$ cat src/rtl/coll_instr_gen.sv
// Collective-instruction generator: turns one collective request flit into a
// sequence of routed flits using runtime-writable communicator and rank tables.
module coll_instr_gen #(
    parameter int                FLIT_W       = 82,
    parameter int                CHILD_W      = 3,
    parameter int                NUM_PROCS    = 8,
    parameter int                RANK_W       = 9,
    parameter int                COMM_ENTRIES = 4,
    parameter int                MAX_FANOUT   = 4,
    parameter logic [RANK_W-1:0] MY_COORD     = '0,
    parameter int                COMM_W       = 26 + MAX_FANOUT*RANK_W
) (
    input  logic                            clk,
    input  logic                            rst,
    input  logic [FLIT_W-1:0]               in_flit,
    input  logic                            in_valid,
    output logic                            in_ready,
    output logic [FLIT_W+CHILD_W-1:0]       out_flit,
    output logic                            out_valid,
    input  logic                            out_ready,
    input  logic                            cfg_comm_we,
    input  logic [$clog2(COMM_ENTRIES)-1:0] cfg_comm_addr,
    input  logic [COMM_W-1:0]               cfg_comm_data,
    input  logic                            cfg_rank_we,
    input  logic [$clog2(NUM_PROCS)-1:0]    cfg_rank_addr,
    input  logic [RANK_W-1:0]               cfg_rank_data,
    output logic                            err
);
    localparam int CA_W   = $clog2(COMM_ENTRIES);
    localparam int RA_W   = $clog2(NUM_PROCS);
    localparam int LG_LSB = MAX_FANOUT*RANK_W;
    localparam int NC_LSB = LG_LSB + 4;
    localparam int PR_LSB = NC_LSB + 3;
    localparam int LR_LSB = PR_LSB + RANK_W;
    localparam int V_BIT  = LR_LSB + RANK_W;

    localparam logic [1:0] S_IDLE   = 2'd0;
    localparam logic [1:0] S_LOOKUP = 2'd1;
    localparam logic [1:0] S_EMIT   = 2'd2;

    // Handshake: a transfer happens on a rising edge where valid and ready are
    // both high; once out_valid rises, out_flit is held until that transfer.
    logic [1:0]        state;
    logic [COMM_W-1:0] comm_table [COMM_ENTRIES];
    logic [RANK_W-1:0] rank_table [NUM_PROCS];
    logic [53:0]       req_q;
    logic [COMM_W-1:0] ent_q;
    logic [3:0]        count_q;
    logic [3:0]        step_q;
    logic              err_q;

    logic [7:0]        lk_ctx;
    logic [COMM_W-1:0] lk_ent;
    logic [3:0]        lk_count;
    logic              lk_bad;

    assign lk_ctx = req_q[53:46];
    assign lk_ent = comm_table[lk_ctx[CA_W-1:0]];

    always_comb begin
        lk_count = 4'd0;
        case (req_q[37:36])
            2'b00:   lk_count = 4'd1;
            2'b01:   lk_count = {1'b0, lk_ent[NC_LSB +: 3]};
            2'b10:   lk_count = lk_ent[LG_LSB +: 4];
            default: lk_count = 4'd1;
        endcase
    end

    assign lk_bad = (32'(lk_ctx) >= 32'(COMM_ENTRIES)) || !lk_ent[V_BIT] || (lk_count == 4'd0);

    logic [RANK_W-1:0] e_local;
    logic [RANK_W-1:0] e_parent;
    logic [2:0]        e_nch;
    logic [3:0]        e_lg;
    logic [RANK_W-1:0] lg_mask;
    logic [RANK_W-1:0] bc_rank;
    logic [RANK_W-1:0] target;
    logic [RANK_W-1:0] dst_coord;
    logic [7:0]        out_tag;

    assign e_local  = ent_q[LR_LSB +: RANK_W];
    assign e_parent = ent_q[PR_LSB +: RANK_W];
    assign e_nch    = ent_q[NC_LSB +: 3];
    assign e_lg     = ent_q[LG_LSB +: 4];
    assign lg_mask  = (32'(e_lg) >= RANK_W) ? '1 : ((RANK_W'(1) << e_lg) - RANK_W'(1));

    always_comb begin
        bc_rank = '0;
        for (int i = 0; i < MAX_FANOUT; i++) begin
            if (step_q == 4'(i)) bc_rank = ent_q[i*RANK_W +: RANK_W];
        end
    end

    always_comb begin
        target = '0;
        case (req_q[37:36])
            2'b00:   target = e_parent;
            2'b01:   target = bc_rank;
            2'b10:   target = (e_local ^ (RANK_W'(1) << step_q)) & lg_mask;
            default: target = (e_local + RANK_W'(1)) & lg_mask;
        endcase
    end

    // The uptree root reports to itself rather than through the rank table.
    assign dst_coord = ((req_q[37:36] == 2'b00) && (e_local == e_parent)) ?
                       MY_COORD : rank_table[target[RA_W-1:0]];
    assign out_tag   = (req_q[37:36] == 2'b10) ? {4'd0, step_q} : req_q[45:38];

    always_comb begin
        out_flit = '0;
        if (state == S_EMIT) begin
            out_flit[53:0]                       = {req_q[53:46], out_tag, req_q[37:0]};
            out_flit[62:54]                      = e_local;
            out_flit[71:63]                      = MY_COORD;
            out_flit[80:72]                      = dst_coord;
            out_flit[81]                         = 1'b1;
            out_flit[FLIT_W+CHILD_W-1:FLIT_W]    = CHILD_W'(e_nch);
        end
    end

    assign in_ready  = (state == S_IDLE) && !rst;
    assign out_valid = (state == S_EMIT);
    assign err       = err_q;

    logic unused_bits;
    assign unused_bits = ^{in_flit[80:54], ent_q[V_BIT], target[RANK_W-1:RA_W]};

    always_ff @(posedge clk) begin
        if (rst) begin
            state   <= S_IDLE;
            req_q   <= '0;
            ent_q   <= '0;
            count_q <= '0;
            step_q  <= '0;
            err_q   <= 1'b0;
            for (int i = 0; i < COMM_ENTRIES; i++) comm_table[i] <= '0;
            for (int i = 0; i < NUM_PROCS; i++) rank_table[i] <= '0;
        end else begin
            err_q <= 1'b0;
            if (cfg_comm_we) comm_table[cfg_comm_addr] <= cfg_comm_data;
            if (cfg_rank_we) rank_table[cfg_rank_addr] <= cfg_rank_data;
            case (state)
                S_IDLE: begin
                    if (in_valid && in_flit[81]) begin
                        req_q <= in_flit[53:0];
                        state <= S_LOOKUP;
                    end
                end
                S_LOOKUP: begin
                    ent_q   <= lk_ent;
                    count_q <= lk_count;
                    step_q  <= '0;
                    if (lk_bad) begin
                        err_q <= 1'b1;
                        state <= S_IDLE;
                    end else begin
                        state <= S_EMIT;
                    end
                end
                S_EMIT: begin
                    if (out_ready) begin
                        step_q <= step_q + 4'd1;
                        if (step_q == count_q - 4'd1) state <= S_IDLE;
                    end
                end
                default: state <= S_IDLE;
            endcase
        end
    end
endmodule

$ cat config.mk
export PLATFORM = sky130hd
export DESIGN_NAME = coll_instr_gen
export DESIGN_NICKNAME = d
export VERILOG_FILES = /design/src/rtl/coll_instr_gen.sv
export SDC_FILE = /design/constraint.sdc
export NUM_CORES = 1
export LEC_CHECK = 0
export ABC_AREA = 1
export CAP_MARGIN = 20
export CORE_ASPECT_RATIO = 0.9
export CORE_MARGIN = 2
export CORE_UTILIZATION = 35
export DETAILED_ROUTE_END_ITERATION = 16
export GPL_TIMING_DRIVEN = 0
export PLACE_DENSITY = 0.65
export SETUP_SLACK_MARGIN = 0.4
export SYNTH_ARGS = -nofsm -noshare
export SYNTH_HDL_FRONTEND = slang
export SYNTH_SLANG_ARGS = --single-unit
$ cat constraint.sdc
create_clock -name clk -period 5.6 [get_ports clk]
set_input_delay 0.56 -clock clk [delete_from_list [all_inputs] [get_ports clk]]
set_output_delay 0.56 -clock clk [all_outputs]
set_load 0.01 [all_outputs]
==> implementation parameters <==
Parameter                              Value

Power
  Static leakage ... approximately 7.3 nW
  Cell internal pwr ... approximately 4.5 mW
  Part of the power in combinational logic ... 0.118
  Post-route total power ... 5.93 mW
  Share of total power in the clock network ... 0.410
  Switching power of the nets ... 1.48 mW
  Max IR drop VDD ... 0.190 mV
  Total power divided by cell area ... around 320 nW/um2
  Sequential cell fraction of total power ... 0.472
  Switching part of the total power ... 0.249

CTS
  Maximum clock path buffer count ... 3
  Number of levels the H-tree was split into ... 2
  CTS Hold Buffers Added ... 0
  CTS resizes ... 0
  Post-CTS setup buffer count ... 0
  Clock-pin transition on the worst setup and hold timing paths ... 0.06 ns
  CTS tree ... yes
  Clock buffer count from CTS ... 36
  Worst-Skew Late Latency ... ~0.55 ns
  Clock tree sinks ... 328
  Root Driver ... sky130_fd_sc_hd__clkbuf_16

Die
  IO Count ... 252
  Die Area ... 43900 um2
  Initial cell density of the core ... 0.354
  Die height ... 199 um
  Core Region ... 41800 um2
  Standard-cell rows ... between 70 and 80
  Overall die width ... 221 um

Synth
  Number of synthesized register bits ... 328
  Synthesized area divided by synthesized cell count ... 8.89 um2
  Most frequently used flop master after synthesis ... sky130_fd_sc_hd__edfxtp_1
  Cell count after synthesis ... about 1700
  Share of the yosys chip area belonging to registers ... 0.596
  Share of synthesized flip-flops with an asynchronous set or reset ... 0
  Number of warnings reported in the yosys synthesis log ... 0
  Post-synth design cell area ... 14800 um2
  EDFF count, synth ... approximately 220
  Cell type with the largest total area after synthesis ... sky130_fd_sc_hd__edfxtp_1
  Synth top area cells ... sky130_fd_sc_hd__edfxtp_1 (45%), sky130_fd_sc_hd__dfxtp_1 (14%), sky130_fd_sc_hd__nor2_1 (9.7%), sky130_fd_sc_hd__inv_1 (5.2%), sky130_fd_sc_hd__nand2_1 (5.0%)
  Proportion of netlist area held by the largest area contributor ... 0.455
  Count of unique library cells instantiated by Yosys ... 39

Layout
  Area growth, synth to finish ... 26.8%
  Fraction of final layout cells sized beyond drive strength 1 ... 0.0538
  Summed area of non-filler cells in the final layout ... 18700 um2
  Net count, final ... 2079
  Count of antenna diodes in the layout ... 0

Global route
  Global route overflow ... 0
  Global-route wire length before repair ... 65300 um
  Number of global-route vias before repair ... 11800
  Initial antenna violation count ... 0
  Largest net degree at the start of global routing ... 27
  Global-route usage over all layers ... 0.195

Setup path
  Crit path arrival time ... approximately 3.6 ns
  Worst Setup End Kind ... output pin
  Setup crit start kind ... register
  Worst Reg-to-Reg Cells ... 9
  R2R Path End ... state[1]$_SDFFE_PP0P_
  Worst reg2reg setup slack ... around 3 ns
  Biggest fanout along the worst timing path ... 10
  Data required time of the worst path ... 5.04 ns
  Crit Path Category ... reg2out

Run status
  Outcome ... completed

Route
  Via-per-instance ratio ... 4.93
  Remaining routing DRC violations ... 0
  DRT Pass-1 Iters ... 5
  Antenna viol nets, final ... 0
  Drt total wl ... roughly 43000 um
  Post-detailed-route wirelength per cell ... 17.5 um
  Vias after detailed routing ... 12200
  DRT iter0 DRCs ... 1094

STA
  Highest attainable clock frequency ... 241 MHz
  Slew @ Worst Pin ... 0.845 ns
  Relative slew slack ... 0.431
  Crit path time final ... 4.16 ns
  Setup repair after global routing missed its margin ... false
  Number of failing hold endpoints at the final stage ... 0
  Clock Skew ... 0.0363 ns
  Final slew viol count ... 0
  Ratio of final minimum period to clock period ... 0.742
  Final setup violation count ... 0

Worst hold path
  Terminating pin of the worst hold path ... req_q[19]$_SDFFE_PP0P_
  Worst hold path stage count ... 2
  Tightest Hold Check Type ... reg2reg
  Startpoint of the most critical hold path ... req_q[19]$_SDFFE_PP0P_

Placed design
  Quantity of I/O buffers inserted on ports ... 190
  RePlAce Congestion ... between 0.8 and 0.9
  Placed standard-cell area ... ~18000 um2
  Placed wire-length estimate ... 31300 um

Job
  Max-cap viol count ... 0
==> metrics by stage <==
stage / instances / hold WS [ns] / utilization / setup TNS (ns) / setup WS [ns]
global placement: 2409 / 0.439 / 0.417 / -69.25 / -0.951
global route: 2479 / 0.479 / 0.449 / 0 / 1.29
CTS: 2479 / 0.453 / 0.449 / 0 / 1.50
floorplan: 1672 / 0.430 / - / 0 / 1.49
detailed placement: 2414 / 0.446 / 0.420 / 0 / 2.01
finish: 2479 / 0.450 / 0.449 / 0 / 1.44
==> layout make-up <==
| cell class | count | area, um2 |
|---|---|---|
| Buffer | 99 | 460 |
| Clock buffer | 50 | 1060 |
| Clock inverter | 15 | 159 |
| Fill cell | 3998 | 23000 |
| Inverter | 209 | 785 |
| Multi-Input combinational cell | 1036 | 4790 |
| Sequential cell | 328 | 8810 |
| Tap cell | 547 | 684 |
| Timing Repair Buffer | 195 | 2000 |
==> per-layer routing <==
metal / GRT usage / routed length (um) / vias to the layer above
met5: 0 / 0 / -
met4: 0.0570 / 996 / 0
met3: 0.0378 / 3740 / 65
met2: 0.316 / 19900 / 472
met1: 0.264 / 18700 / 5746
li1: - / - / 5948
==> worst max path at each step <==
stage	start	to	slack, ns
3_5_place_dp	cfg_comm_we	comm_table[0][40]$_SDFFCE_PN0P_	2.01
3_3_place_gp	cfg_comm_addr[0]	comm_table[3][55]$_DFFE_PP_	-0.95
4_1_cts	step_q[1]$_SDFFE_PP0P_	out_flit[80]	1.50
5_1_grt	step_q[1]$_SDFFE_PP0P_	out_flit[76]	1.29
2_1_floorplan	cfg_comm_addr[1]	comm_table[2][0]$_SDFFCE_PN0P_	1.49
6_report	step_q[1]$_SDFFE_PP0P_	out_flit[80]	1.44
==> cells in the final DEF (no fill, tap or decap), types with 4 or more instances in the layout <==
master                            synthesis  layout
sky130_fd_sc_hd__clkbuf_8                 0       4
sky130_fd_sc_hd__buf_6                    6       6
sky130_fd_sc_hd__a31oi_1                  5       5
sky130_fd_sc_hd__buf_1                   11      11
sky130_fd_sc_hd__inv_1                  206     206
sky130_fd_sc_hd__o21ai_0                141     140
sky130_fd_sc_hd__clkbuf_16                0      39
sky130_fd_sc_hd__xnor2_1                  5       5
sky130_fd_sc_hd__dfxtp_1                104     104
sky130_fd_sc_hd__clkinv_2                 0       4
sky130_fd_sc_hd__nand3_1                 92      92
sky130_fd_sc_hd__nand2_2                  9      11
sky130_fd_sc_hd__nand4_1                  5       5
sky130_fd_sc_hd__a21oi_1                 62      62
sky130_fd_sc_hd__nand3b_1                 9       9
sky130_fd_sc_hd__nand2_1                196     194
sky130_fd_sc_hd__edfxtp_1               224     224
sky130_fd_sc_hd__nand2_4                  4       4
sky130_fd_sc_hd__clkbuf_1                67      74
sky130_fd_sc_hd__a32o_1                   4       4
sky130_fd_sc_hd__conb_1                   1       9
sky130_fd_sc_hd__clkdlybuf4s50_1          0     190
sky130_fd_sc_hd__ha_1                    10      10
sky130_fd_sc_hd__nor3_1                  40      40
sky130_fd_sc_hd__buf_4                   10      10
sky130_fd_sc_hd__buf_2                    5       5
sky130_fd_sc_hd__o22ai_1                 38      38
sky130_fd_sc_hd__nor2_1                 382     382
sky130_fd_sc_hd__clkinv_1                 0       5
==> cells by family after synthesis <==
family,count (synthesis),synth area share
adder cells (fa/ha/maj),10,0.00846
flip-flops,328,0.596
buffers and inverters,308,0.0842
AO/OA/AOI/OAI,264,0.0972
AND/OR/NAND/NOR,745,0.209
XOR/XNOR,8,0.00474
other,1,0.000254
==> power by group through the flow <==
stage | sequential (mW) | combinational (mW) | clock (mW)
after detailed placement | 2.85 | 0.695 | 0
after floorplan | 2.84 | 0.414 | 0
after CTS | 2.80 | 0.699 | 2.47
final | 2.80 | 0.700 | 2.43
after global placement | 2.85 | 0.673 | 0
after global routing | 2.81 | 0.774 | 2.57
==> worst max-delay path: stages, from the launching register on <==
cell	delay (ns)
sky130_fd_sc_hd__dfxtp_1	0.47
sky130_fd_sc_hd__inv_1	0.20
sky130_fd_sc_hd__ha_1	0.32
sky130_fd_sc_hd__nor2_1	0.14
sky130_fd_sc_hd__nand3_1	0.07
sky130_fd_sc_hd__nand2_1	0.06
sky130_fd_sc_hd__nand2_1	0.05
sky130_fd_sc_hd__nand2_1	0.05
sky130_fd_sc_hd__nand2_1	0.06
sky130_fd_sc_hd__nand2_1	0.12
sky130_fd_sc_hd__nand2_4	0.13
sky130_fd_sc_hd__inv_2	0.17
sky130_fd_sc_hd__buf_6	0.16
sky130_fd_sc_hd__nand3_1	0.09
sky130_fd_sc_hd__nand3_1	0.08
sky130_fd_sc_hd__nand2_1	0.06
sky130_fd_sc_hd__nor2_1	0.22
sky130_fd_sc_hd__clkdlybuf4s50_1	0.59
==> sequential cells by signal, summed over array words and instances, names as in the netlist, named ones only <==
signal and flops:
rank_table 72, step_q 4, ent_q 37, state 2, count_q 4, req_q 54, err 1, comm_table 152
==> synth_stat cells (4+ instances only) <==
cell                       number
sky130_fd_sc_hd__buf_2          5
sky130_fd_sc_hd__xnor2_1        5
sky130_fd_sc_hd__nand2_2        9
sky130_fd_sc_hd__nand2_1      196
sky130_fd_sc_hd__ha_1          10
sky130_fd_sc_hd__clkbuf_1      67
sky130_fd_sc_hd__nor3_1        40
sky130_fd_sc_hd__o22ai_1       38
sky130_fd_sc_hd__nor2_1       382
sky130_fd_sc_hd__buf_4         10
sky130_fd_sc_hd__nand2_4        4
sky130_fd_sc_hd__nand4_1        5
sky130_fd_sc_hd__inv_1        206
sky130_fd_sc_hd__o21ai_0      141
sky130_fd_sc_hd__buf_6          6
sky130_fd_sc_hd__nand3_1       92
sky130_fd_sc_hd__a32o_1         4
sky130_fd_sc_hd__edfxtp_1     224
sky130_fd_sc_hd__nand3b_1       9
sky130_fd_sc_hd__a31oi_1        5
sky130_fd_sc_hd__dfxtp_1      104
sky130_fd_sc_hd__a21oi_1       62
sky130_fd_sc_hd__buf_1         11
Note: power is estimated with default switching activity, not from simulation.
